[src/rtl/pipeline_accum_if.sv]
// Stream bus for pipeline_accum: addend beats in, one registered frame result out.
interface pipeline_accum_if #(
    parameter int unsigned WIDTH     = 35,
    parameter int unsigned CNT_WIDTH = 8
) ();
    logic                 sclr;
    logic                 in_valid;
    logic [WIDTH-1:0]     in_data;
    logic                 in_last;
    logic                 out_valid;
    logic [WIDTH-1:0]     out_sum;
    logic [CNT_WIDTH-1:0] out_count;
    logic                 out_overflow;

    modport master (
        output sclr, in_valid, in_data, in_last,
        input  out_valid, out_sum, out_count, out_overflow
    );

    modport slave (
        input  sclr, in_valid, in_data, in_last,
        output out_valid, out_sum, out_count, out_overflow
    );
endinterface

[src/rtl/pipeline_accum.sv]
// Frame accumulator with a two-segment carry-split adder: LS segment in stage 1,
// MS segment plus registered LS carry in stage 2, registered result in stage 3.
module pipeline_accum #(
    parameter int unsigned LS_WIDTH  = 15,
    parameter int unsigned MS_WIDTH  = 20,
    parameter int unsigned CNT_WIDTH = 8
) (
    input logic             clk,
    input logic             rst,
    pipeline_accum_if.slave bus
);
    localparam int unsigned WIDTH = LS_WIDTH + MS_WIDTH;
    localparam logic [CNT_WIDTH-1:0] CNT_ONE = CNT_WIDTH'(1);
    localparam logic [CNT_WIDTH-1:0] CNT_MAX = '1;

    // Stage 1: LS running sum, per-beat flags, delayed MS addend
    logic                 r_open;
    logic                 r_v1, r_f1, r_l1, r_c1;
    logic [LS_WIDTH-1:0]  r_ls;
    logic [MS_WIDTH-1:0]  r_ms_d1;
    logic [CNT_WIDTH-1:0] r_cnt1;
    // Stage 2: MS running sum and sticky overflow
    logic                 r_v2, r_l2, r_ovf2;
    logic [LS_WIDTH-1:0]  r_ls2;
    logic [MS_WIDTH-1:0]  r_ms;
    logic [CNT_WIDTH-1:0] r_cnt2;
    // Stage 3: held frame result
    logic                 r_out_valid;
    logic [WIDTH-1:0]     r_out_sum;
    logic [CNT_WIDTH-1:0] r_out_count;
    logic                 r_out_ovf;

    logic                 w_first;
    logic [LS_WIDTH-1:0]  w_ls_base, w_ls_sum;
    logic                 w_ls_cout;
    logic [MS_WIDTH-1:0]  w_ms_base, w_ms_sum;
    logic                 w_ms_cout;
    logic [CNT_WIDTH-1:0] w_cnt_next;
    logic                 w_ovf_next;
    logic                 w_emit;

    // A first beat adds to zero, which loads the segment and forces its carry to 0
    assign w_first   = ~r_open;
    assign w_ls_base = w_first ? '0 : r_ls;
    assign {w_ls_cout, w_ls_sum} = {1'b0, w_ls_base} + {1'b0, bus.in_data[LS_WIDTH-1:0]};
    assign w_ms_base = r_f1 ? '0 : r_ms;
    assign {w_ms_cout, w_ms_sum} = {1'b0, w_ms_base} + {1'b0, r_ms_d1} + {{MS_WIDTH{1'b0}}, r_c1};
    assign w_cnt_next = w_first ? CNT_ONE : ((r_cnt1 == CNT_MAX) ? CNT_MAX : r_cnt1 + CNT_ONE);
    assign w_ovf_next = r_f1 ? w_ms_cout : (r_ovf2 | w_ms_cout);
    assign w_emit     = r_v2 & r_l2;

    always_ff @(posedge clk or posedge rst) begin
        if (rst) begin
            r_open  <= 1'b0;
            r_v1    <= 1'b0;
            r_f1    <= 1'b0;
            r_l1    <= 1'b0;
            r_c1    <= 1'b0;
            r_ls    <= '0;
            r_ms_d1 <= '0;
            r_cnt1  <= '0;
        end else if (bus.sclr) begin
            r_open <= 1'b0;
            r_v1   <= 1'b0;
        end else begin
            r_v1 <= bus.in_valid;
            if (bus.in_valid) begin
                r_open  <= ~bus.in_last;
                r_f1    <= w_first;
                r_l1    <= bus.in_last;
                r_c1    <= w_ls_cout;
                r_ls    <= w_ls_sum;
                r_ms_d1 <= bus.in_data[WIDTH-1:LS_WIDTH];
                r_cnt1  <= w_cnt_next;
            end
        end
    end

    always_ff @(posedge clk or posedge rst) begin
        if (rst) begin
            r_v2   <= 1'b0;
            r_l2   <= 1'b0;
            r_ovf2 <= 1'b0;
            r_ls2  <= '0;
            r_ms   <= '0;
            r_cnt2 <= '0;
        end else if (bus.sclr) begin
            r_v2 <= 1'b0;
        end else begin
            r_v2 <= r_v1;
            if (r_v1) begin
                r_l2   <= r_l1;
                r_ovf2 <= w_ovf_next;
                r_ls2  <= r_ls;
                r_ms   <= w_ms_sum;
                r_cnt2 <= r_cnt1;
            end
        end
    end

    always_ff @(posedge clk or posedge rst) begin
        if (rst) begin
            r_out_valid <= 1'b0;
            r_out_sum   <= '0;
            r_out_count <= '0;
            r_out_ovf   <= 1'b0;
        end else if (bus.sclr) begin
            r_out_valid <= 1'b0;
        end else begin
            r_out_valid <= w_emit;
            if (w_emit) begin
                r_out_sum   <= {r_ms, r_ls2};
                r_out_count <= r_cnt2;
                r_out_ovf   <= r_ovf2;
            end
        end
    end

    assign bus.out_valid    = r_out_valid;
    assign bus.out_sum      = r_out_sum;
    assign bus.out_count    = r_out_count;
    assign bus.out_overflow = r_out_ovf;
endmodule

[src/flat_wrapper.sv]
// flat-port wrapper written by rule: the top's interface ports become plain ports
module pipeline_accum_flat 
#(
    parameter int unsigned LS_WIDTH  = 15,
    parameter int unsigned MS_WIDTH  = 20,
    parameter int unsigned CNT_WIDTH = 8
)
  (clk, rst, bus_sclr, bus_in_valid, bus_in_data, bus_in_last, bus_out_valid, bus_out_sum, bus_out_count, bus_out_overflow);
  pipeline_accum_if #(.WIDTH(((15) + (20))), .CNT_WIDTH(CNT_WIDTH)) bus_i ();
  input logic clk;
  input logic rst;
  input wire logic [$bits(bus_i.sclr)-1:0] bus_sclr;
  input wire logic [$bits(bus_i.in_valid)-1:0] bus_in_valid;
  input wire logic [$bits(bus_i.in_data)-1:0] bus_in_data;
  input wire logic [$bits(bus_i.in_last)-1:0] bus_in_last;
  output wire logic [$bits(bus_i.out_valid)-1:0] bus_out_valid;
  output wire logic [$bits(bus_i.out_sum)-1:0] bus_out_sum;
  output wire logic [$bits(bus_i.out_count)-1:0] bus_out_count;
  output wire logic [$bits(bus_i.out_overflow)-1:0] bus_out_overflow;
  assign bus_i.sclr = bus_sclr;
  assign bus_i.in_valid = bus_in_valid;
  assign bus_i.in_data = bus_in_data;
  assign bus_i.in_last = bus_in_last;
  assign bus_out_valid = bus_i.out_valid;
  assign bus_out_sum = bus_i.out_sum;
  assign bus_out_count = bus_i.out_count;
  assign bus_out_overflow = bus_i.out_overflow;
  pipeline_accum #(.LS_WIDTH(LS_WIDTH), .MS_WIDTH(MS_WIDTH), .CNT_WIDTH(CNT_WIDTH)) u_core (.clk(clk), .rst(rst), .bus(bus_i));
endmodule
[config.mk]
export PLATFORM = sky130hd
export DESIGN_NAME = pipeline_accum_flat
export DESIGN_NICKNAME = d
export VERILOG_FILES = /design/src/rtl/pipeline_accum_if.sv /design/src/rtl/pipeline_accum.sv /design/src/flat_wrapper.sv
export SDC_FILE = /design/constraint.sdc
export NUM_CORES = 1
export LEC_CHECK = 0
export ABC_CLOCK_PERIOD_IN_PS = 5100
export CAP_MARGIN = 10
export CELL_PAD_IN_SITES_DETAIL_PLACEMENT = 2
export CELL_PAD_IN_SITES_GLOBAL_PLACEMENT = 2
export CORE_MARGIN = 3
export CORE_UTILIZATION = 31
export DETAILED_ROUTE_END_ITERATION = 8
export PLACE_DENSITY = 0.79
export SLEW_MARGIN = 20
export SYNTH_ARGS = -nofsm -noshare
export SYNTH_HDL_FRONTEND = slang
export SYNTH_SLANG_ARGS = --single-unit
[constraint.sdc]
create_clock -name clk -period 5.1 [get_ports clk]
set_clock_uncertainty 0.15 [all_clocks]
set_input_delay 1.02 -clock clk [delete_from_list [all_inputs] [get_ports clk]]
set_output_delay 1.02 -clock clk [all_outputs]
set_load 0.05 [all_outputs]
==> results_dict.tcl, run 1 <==
set metrics [dict create \
    status "finished, final reports clean" \
    synth_nets 900 \
    r2r-end "u_core.r_ms[14]" \
    yosys-top-cells-area "dfrtp_1 49%, nand2_1 17%, ha_1 6.1%" \
    place_congestion 0.763 \
    worst_ep_required_time_ns 5.27 \
    synth_top_area_cell "dfrtp_1" \
    synth_top_family_by_area "simple AND/OR/NAND/NOR gates" \
    synthMuxAreaShare_pct 0 \
    cts_hold_buf 0 \
    tns_ns 0 \
    r2r-start "u_core.r_f1" \
    netlist_area_um2 7130 \
    cts_root_buf "clkbuf_16" \
    fin_crit_ns 3.59 \
    setup_viol 0 \
    drive_gt1_share_pct 6.15 \
    syn-mean-instance-area_um2 8.67 \
    yosysWarnings 0 \
    slew_violations 0 \
    antenna_cells 0 \
    core_area_um2 22200 \
    cts.clk_slew.worst_paths_ns 0.06 \
    period_share_pct 70.4 \
    synth_enable_flop_cells 0 \
    nNetsFinal 975 \
    synth_compound_area_share_pct 12.5 \
    grt.total_usage_pct 18.1 \
    dp.final_hpwl_mm 13.9 \
    synth-xor-area-share_pct 2.46 \
    grt_pass1_wl_mm 35.6 \
    postCtsSetupBuffers 0 \
    drtPass1Iterations 4 \
    area_delta_synth_final_pct 24.8 \
    clock-sinks 139 \
    yosys.area.top_type_share_pct 48.8 \
    start_util_pct 32.1 \
    synthArstFlopShare_pct 100 \
    numCtsBuffers 17 \
    rr_worst_depth 10 \
    tightest_slew_ns 0.992 \
    drv_cap 0 \
    drtIter0Drc 261 \
    final_hold_viol_count 0 \
    drc 0 \
    endpoint_kind "register" \
    routed-via-count 6083 \
    cts_tree "built" \
    postPlaceCellArea_um2 8260 \
    numPortBuffers 84 \
    arrival_ns 3.76 \
    syn_inst 822 \
    grt_max_degree 91 \
    ir_drop_v 0.000154 \
    path_class "reg2reg" \
    relSlewSlack_pct 33.8 \
    hold_end "u_core.bus.out_count[5]" \
    rrSetupSlack_ns 1.51 \
    grt_antenna_before_repair 1 \
    die-area_um2 24800 \
    ys_ff_latch 139 \
    num_io_pins 85 \
    row_count 54 \
    seq_area_frac_synth_pct 48.8 \
    chipWidth_um 158 \
    routedWlPerCell_um 18.0 \
    synthSimpleGateAreaFrac_pct 26.5 \
    grt_pass1_vias 6780 \
    final_common_cell "nand2_1" \
    synth.distinct_cells 58 \
    worstSkewPairLatency_ns 0.43 \
    antenna_left 0 \
    vias_per_cell 5.11 \
    min_path_cells 2 \
    hp-class "reg2reg" \
    synth_flop_cell "dfrtp_1" \
    rsz0062_at_grt "false" \
    clockBufferDepth 2 \
    holdWs_ns 0.319 \
    htreeDepth 4 \
    final_cell_mix "321 x nand2_1, 139 x dfrtp_1, 84 x clkdlybuf4s50_1" \
    power_density_nw_per_um2 472 \
    die-height_um 158 \
    cts_resized 0 \
    crit_fanout 22 \
    synthAdderAreaFrac_pct 6.99 \
    p_leak_nw 4.32 \
    cp-start-kind "register" \
    hp-start "u_core.r_cnt2[5]" \
    stdcell_area_um2 8890 \
    max_freq_mhz 279 \
    routed_wl_mm 21.4 \
    overflow 0 \
]
-- power breakdown --
group | switching, W | internal [W]
clock network | 0.000520 | 0.000836
registers | 0.000181 | 0.00135
logic | 0.000823 | 0.000485
total | 0.00152 | 0.00267
-- kinds of logic (layout without fill, tap and decap cells) --
logic type               count (synthesis)  count (layout)
flip-flops                             139             139
XOR/XNOR                                20              20
AO/OA/AOI/OAI                          137             137
adder cells (fa/ha/maj)                 38              38
AND/OR/NAND/NOR                        436             436
buffers and inverters                   52             140
-- registers in the layout, summed over array words and instances (netlist names), 8 cells and up --
signal and cells:
u_core.r_ms_d1 20, u_core.r_cnt1 8, u_core.bus.out_count 8, u_core.bus.out_sum 35, u_core.r_ls 15, u_core.r_ls2 15
u_core.r_cnt2 8, u_core.r_ms 20
-- critical path, stage by stage (launching register included) --
cell and delay [ns]:
dfrtp_1 0.73, nand2b_1 0.33, fa_1 0.42, fa_1 0.43, nor2b_2 0.20, o31a_2 0.22, o2111ai_2 0.18, a311oi_2 0.35
o21a_1 0.17, nor3_1 0.05, o31ai_1 0.24
-- synth_stat cells, types with 3 or more instances --
cell,count
nand2b_1,6
and2_1,17
o2111ai_1,3
nor2b_1,21
nor2_1,17
o21a_1,10
ha_1,35
nor3_1,10
clkbuf_1,27
dfrtp_1,139
xnor2_1,13
and3_1,4
a21oi_1,30
nor3b_1,5
fa_1,3
a31oi_1,4
o21ai_0,44
a21o_1,10
nand3_1,15
inv_1,17
nand2_1,321
buf_1,7
nand4_1,5
o31ai_1,9
xor2_1,7
a211oi_1,5
-- final cells by class --
class / instances / area [µm²]
Fill cell: 2444 / 13300
Sequential cell: 139 / 3480
Multi-Input combinational cell: 631 / 3460
Timing Repair Buffer: 90 / 898
Clock buffer: 19 / 443
Tap cell: 280 / 350
Clock inverter: 13 / 190
Inverter: 18 / 72.6
-- routing by layer --
metal	global-route usage (%)	vias up	share of wire, %
met4	4.46	2	1.0
met2	32.6	72	51
met5	0	-	0.051
met3	3.12	18	2.6
li1	-	2887	-
met1	22.4	3104	45
-- how the worst max path moves through the flow --
stage                     cells past startpoint                       to            from
after floorplan                               1  u_core.bus.out_count[0]             rst
after global placement                       10          u_core.r_ls[14]  bus_in_data[0]
after detailed placement                     10          u_core.r_ls[12]  bus_in_data[0]
after CTS                                    10          u_core.r_ms[14]     u_core.r_f1
after global routing                         10            u_core.r_ovf2     u_core.r_f1
final                                        10          u_core.r_ms[14]     u_core.r_f1
-- stage by stage --
stage               instances  setup slack [ns]  total power, W  util (%)
floorplan                 822             0.205         0.00241         -
global placement         1158              1.36         0.00281      37.1
detailed placement       1158              1.34         0.00286      37.1
CTS                      1190              1.44         0.00426      40.0
global route             1190              1.25         0.00445      40.0
finish                   1190              1.51         0.00419      40.0
Power figures use the tool's default switching activity.
==> run 2, diff against run 1 <==
--- a/config.mk
+++ b/config.mk
@@ -5,14 +5,14 @@
 export SDC_FILE = /design/constraint.sdc
 export NUM_CORES = 1
 export LEC_CHECK = 0
-export ABC_CLOCK_PERIOD_IN_PS = 5100
+export ABC_CLOCK_PERIOD_IN_PS = 3410
 export CAP_MARGIN = 10
 export CELL_PAD_IN_SITES_DETAIL_PLACEMENT = 2
 export CELL_PAD_IN_SITES_GLOBAL_PLACEMENT = 2
 export CORE_MARGIN = 3
-export CORE_UTILIZATION = 31
+export CORE_UTILIZATION = 34
 export DETAILED_ROUTE_END_ITERATION = 8
-export PLACE_DENSITY = 0.79
+export PLACE_DENSITY = 0.83
 export SLEW_MARGIN = 20
 export SYNTH_ARGS = -nofsm -noshare
 export SYNTH_HDL_FRONTEND = slang
==> constraint.sdc (replaced) <==
create_clock -name clk -period 3.41 [get_ports clk]
set_clock_uncertainty 0.15 [all_clocks]
set_input_delay 0.682 -clock clk [delete_from_list [all_inputs] [get_ports clk]]
set_output_delay 0.682 -clock clk [all_outputs]
set_load 0.05 [all_outputs]
==> run 2 against run 1 <==
Core utilization up 3.9 points. Count of clock-buffer cells in the layout unchanged. Critical path depth unchanged. Hold slack better by 0.0054 ns. Register-to-register slack worse by 1.2 ns. Maximum frequency up 16%. Sequential share of layout area down 0.38 points. Largest cell class unchanged.
==> results_dict.tcl, run 2 (synthesis gave the netlist of run 1 again) <==
set metrics [dict create \
    place_congestion 0.846 \
    cts.clk_slew.worst_paths_ns 0.06 \
    fin_crit_ns 3.09 \
    drive_gt1_share_pct 6.97 \
    postCtsSetupBuffers 0 \
    tns_ns 0 \
    routedWlPerCell_um 18.2 \
    power_density_nw_per_um2 692 \
    core_area_um2 20400 \
    clockBufferDepth 2 \
    final_common_cell "nand2_1" \
    area_delta_synth_final_pct 26.0 \
    die-area_um2 22700 \
    slowest_stage "fa_1" \
    worst_ep_required_time_ns 3.56 \
    crit_end "u_core.r_ovf2" \
    p_leak_nw 4.37 \
    chipWidth_um 151 \
    die-height_um 151 \
    power_frac_comb_pct 32.2 \
    cts_hold_buf 0 \
    num_io_pins 85 \
    clock-sinks 139 \
    slew_violations 0 \
    routed-via-count 6128 \
    crit_path_cell_trace "nand2b_1, fa_1, fa_1, nor2b_2, o31a_2, o21ai_2, a21oi_2, o21a_1, nor2_1, o311ai_0" \
    period_share_pct 90.5 \
    numCtsBuffers 17 \
    r2r-end "u_core.r_ovf2" \
    grt.total_usage_pct 19.8 \
    drv_cap 0 \
    nNetsFinal 983 \
    slowest_delay_ns 0.44 \
    endpoint_kind "register" \
    crit_start "u_core.r_f1" \
    crit_fanout 5 \
    rsz0062_at_grt "false" \
    antenna_cells 0 \
    cts_resized 0 \
    grt_pass1_wl_mm 35.5 \
    row_count 52 \
    r2r-start "u_core.r_f1" \
    post-route-util_pct 43.9 \
    cpLargestDelayFamily "compound AO/OA/AOI/OAI gates" \
    dp.cells 1156 \
    p_int_w 0.00393 \
    antenna_left 0 \
    path_class "reg2reg" \
    start_util_pct 34.9 \
    grt_antenna_before_repair 0 \
    holdWs_ns 0.324 \
    drc 0 \
    setup_viol 0 \
    p_sw_w 0.00228 \
    max_freq_mhz 324 \
    routed_wl_mm 21.6 \
    switching_share_pct 36.7 \
    numPortBuffers 84 \
    clockPowerShare_pct 31.1 \
    worstSkewPairLatency_ns 0.43 \
    grt_max_degree 69 \
    finalNonFillerCells 1188 \
    largest_register_ffs 35 \
    overflow 0 \
    path_common_cell "fa_1" \
    hp-start "u_core.bus.out_sum[21]" \
    cts_tree "built" \
    drtIter0Drc 180 \
    stdcell_area_um2 8980 \
    ir_drop_v 0.000318 \
    rrSetupSlack_ns 0.32 \
    sequentialPowerShare_pct 36.6 \
    vias_per_cell 5.16 \
    relSlewSlack_pct 51.9 \
    final_hold_viol_count 0 \
    cp.depth 10 \
    postPlaceCellArea_um2 8370 \
    cp-start-kind "register" \
    htreeDepth 4 \
    worst-path-buf-inv 0 \
    tightest_slew_ns 0.721 \
    hp-class "reg2reg" \
    grt_pass1_vias 6861 \
    final_cell_mix "321 x nand2_1, 139 x dfrtp_1, 84 x clkdlybuf4s50_1" \
    status "finished, final reports clean" \
    cts_root_buf "clkbuf_16" \
    drtPass1Iterations 4 \
    arrival_ns 3.24 \
    rr_worst_depth 10 \
    dp.final_hpwl_mm 14.3 \
]
==> run 2: area by class of cell <==
| type | instances | area, µm² |
|---|---|---|
| clock inverter | 13 | 168 |
| multi-input combinational | 631 | 3460 |
| timing repair buffer | 98 | 1020 |
| inverter | 18 | 71.3 |
| sequential | 139 | 3480 |
| clock buffer | 19 | 443 |
| fill | 2259 | 11500 |
| tap | 270 | 338 |
==> run 2: per-layer routing <==
layer  part of all wire [%]  global-route usage (%)  up-vias  wire length [µm]
met5                      0                       0        -                 0
li1                       -                       -     2899                 -
met1                     44                    24.2     3126              9510
met2                     52                    35.6       76             11300
met4                    1.5                    5.89        0               328
met3                    2.2                    3.20       27               476
==> run 2: through the flow <==
stage                     total power, W  setup slack, ns
after floorplan                  0.00360            0.520
after global placement           0.00420           0.0628
after detailed placement         0.00429           0.0252
after CTS                        0.00630            0.306
after global routing             0.00658            0.142
final                            0.00622            0.324
==> run 2: worst min path at each step <==
| stage | to | slack (ns) | cells after the start |
|---|---|---|---|
| 2_1_floorplan | u_core.bus.out_count[0] | 0.29 | 2 |
| 3_3_place_gp | u_core.bus.out_count[5] | 0.30 | 2 |
| 3_5_place_dp | u_core.bus.out_count[5] | 0.31 | 2 |
| 4_1_cts | u_core.bus.out_sum[0] | 0.33 | 2 |
| 5_1_grt | u_core.bus.out_sum[24] | 0.36 | 2 |
| 6_report | u_core.bus.out_sum[21] | 0.32 | 2 |
==> run 2: power by group through the flow <==
stage,clock network [W],logic [W],registers (W)
after floorplan,0,0.000891,0.00271
after global placement,0,0.00191,0.00229
after detailed placement,0,0.00199,0.00231
after CTS,0.00198,0.00203,0.00228
after global routing,0.00205,0.00220,0.00233
final,0.00193,0.00200,0.00228
==> run 2: tightest hold or removal path, cell delays in order, from the launching register on <==
cell	delay (ns)
dfrtp_1	0.34
nand2_1	0.05
nand2_1	0.05
==> run 3, diff against run 2 <==
--- a/config.mk
+++ b/config.mk
@@ -11,6 +11,7 @@
 export CELL_PAD_IN_SITES_GLOBAL_PLACEMENT = 2
 export CORE_MARGIN = 3
 export CORE_UTILIZATION = 34
+export CTS_CLUSTER_DIAMETER = 200
 export DETAILED_ROUTE_END_ITERATION = 8
 export PLACE_DENSITY = 0.83
 export SLEW_MARGIN = 20
==> results of run 3 <==
The final DEF is identical to that of run 2; final timing and power are the same.
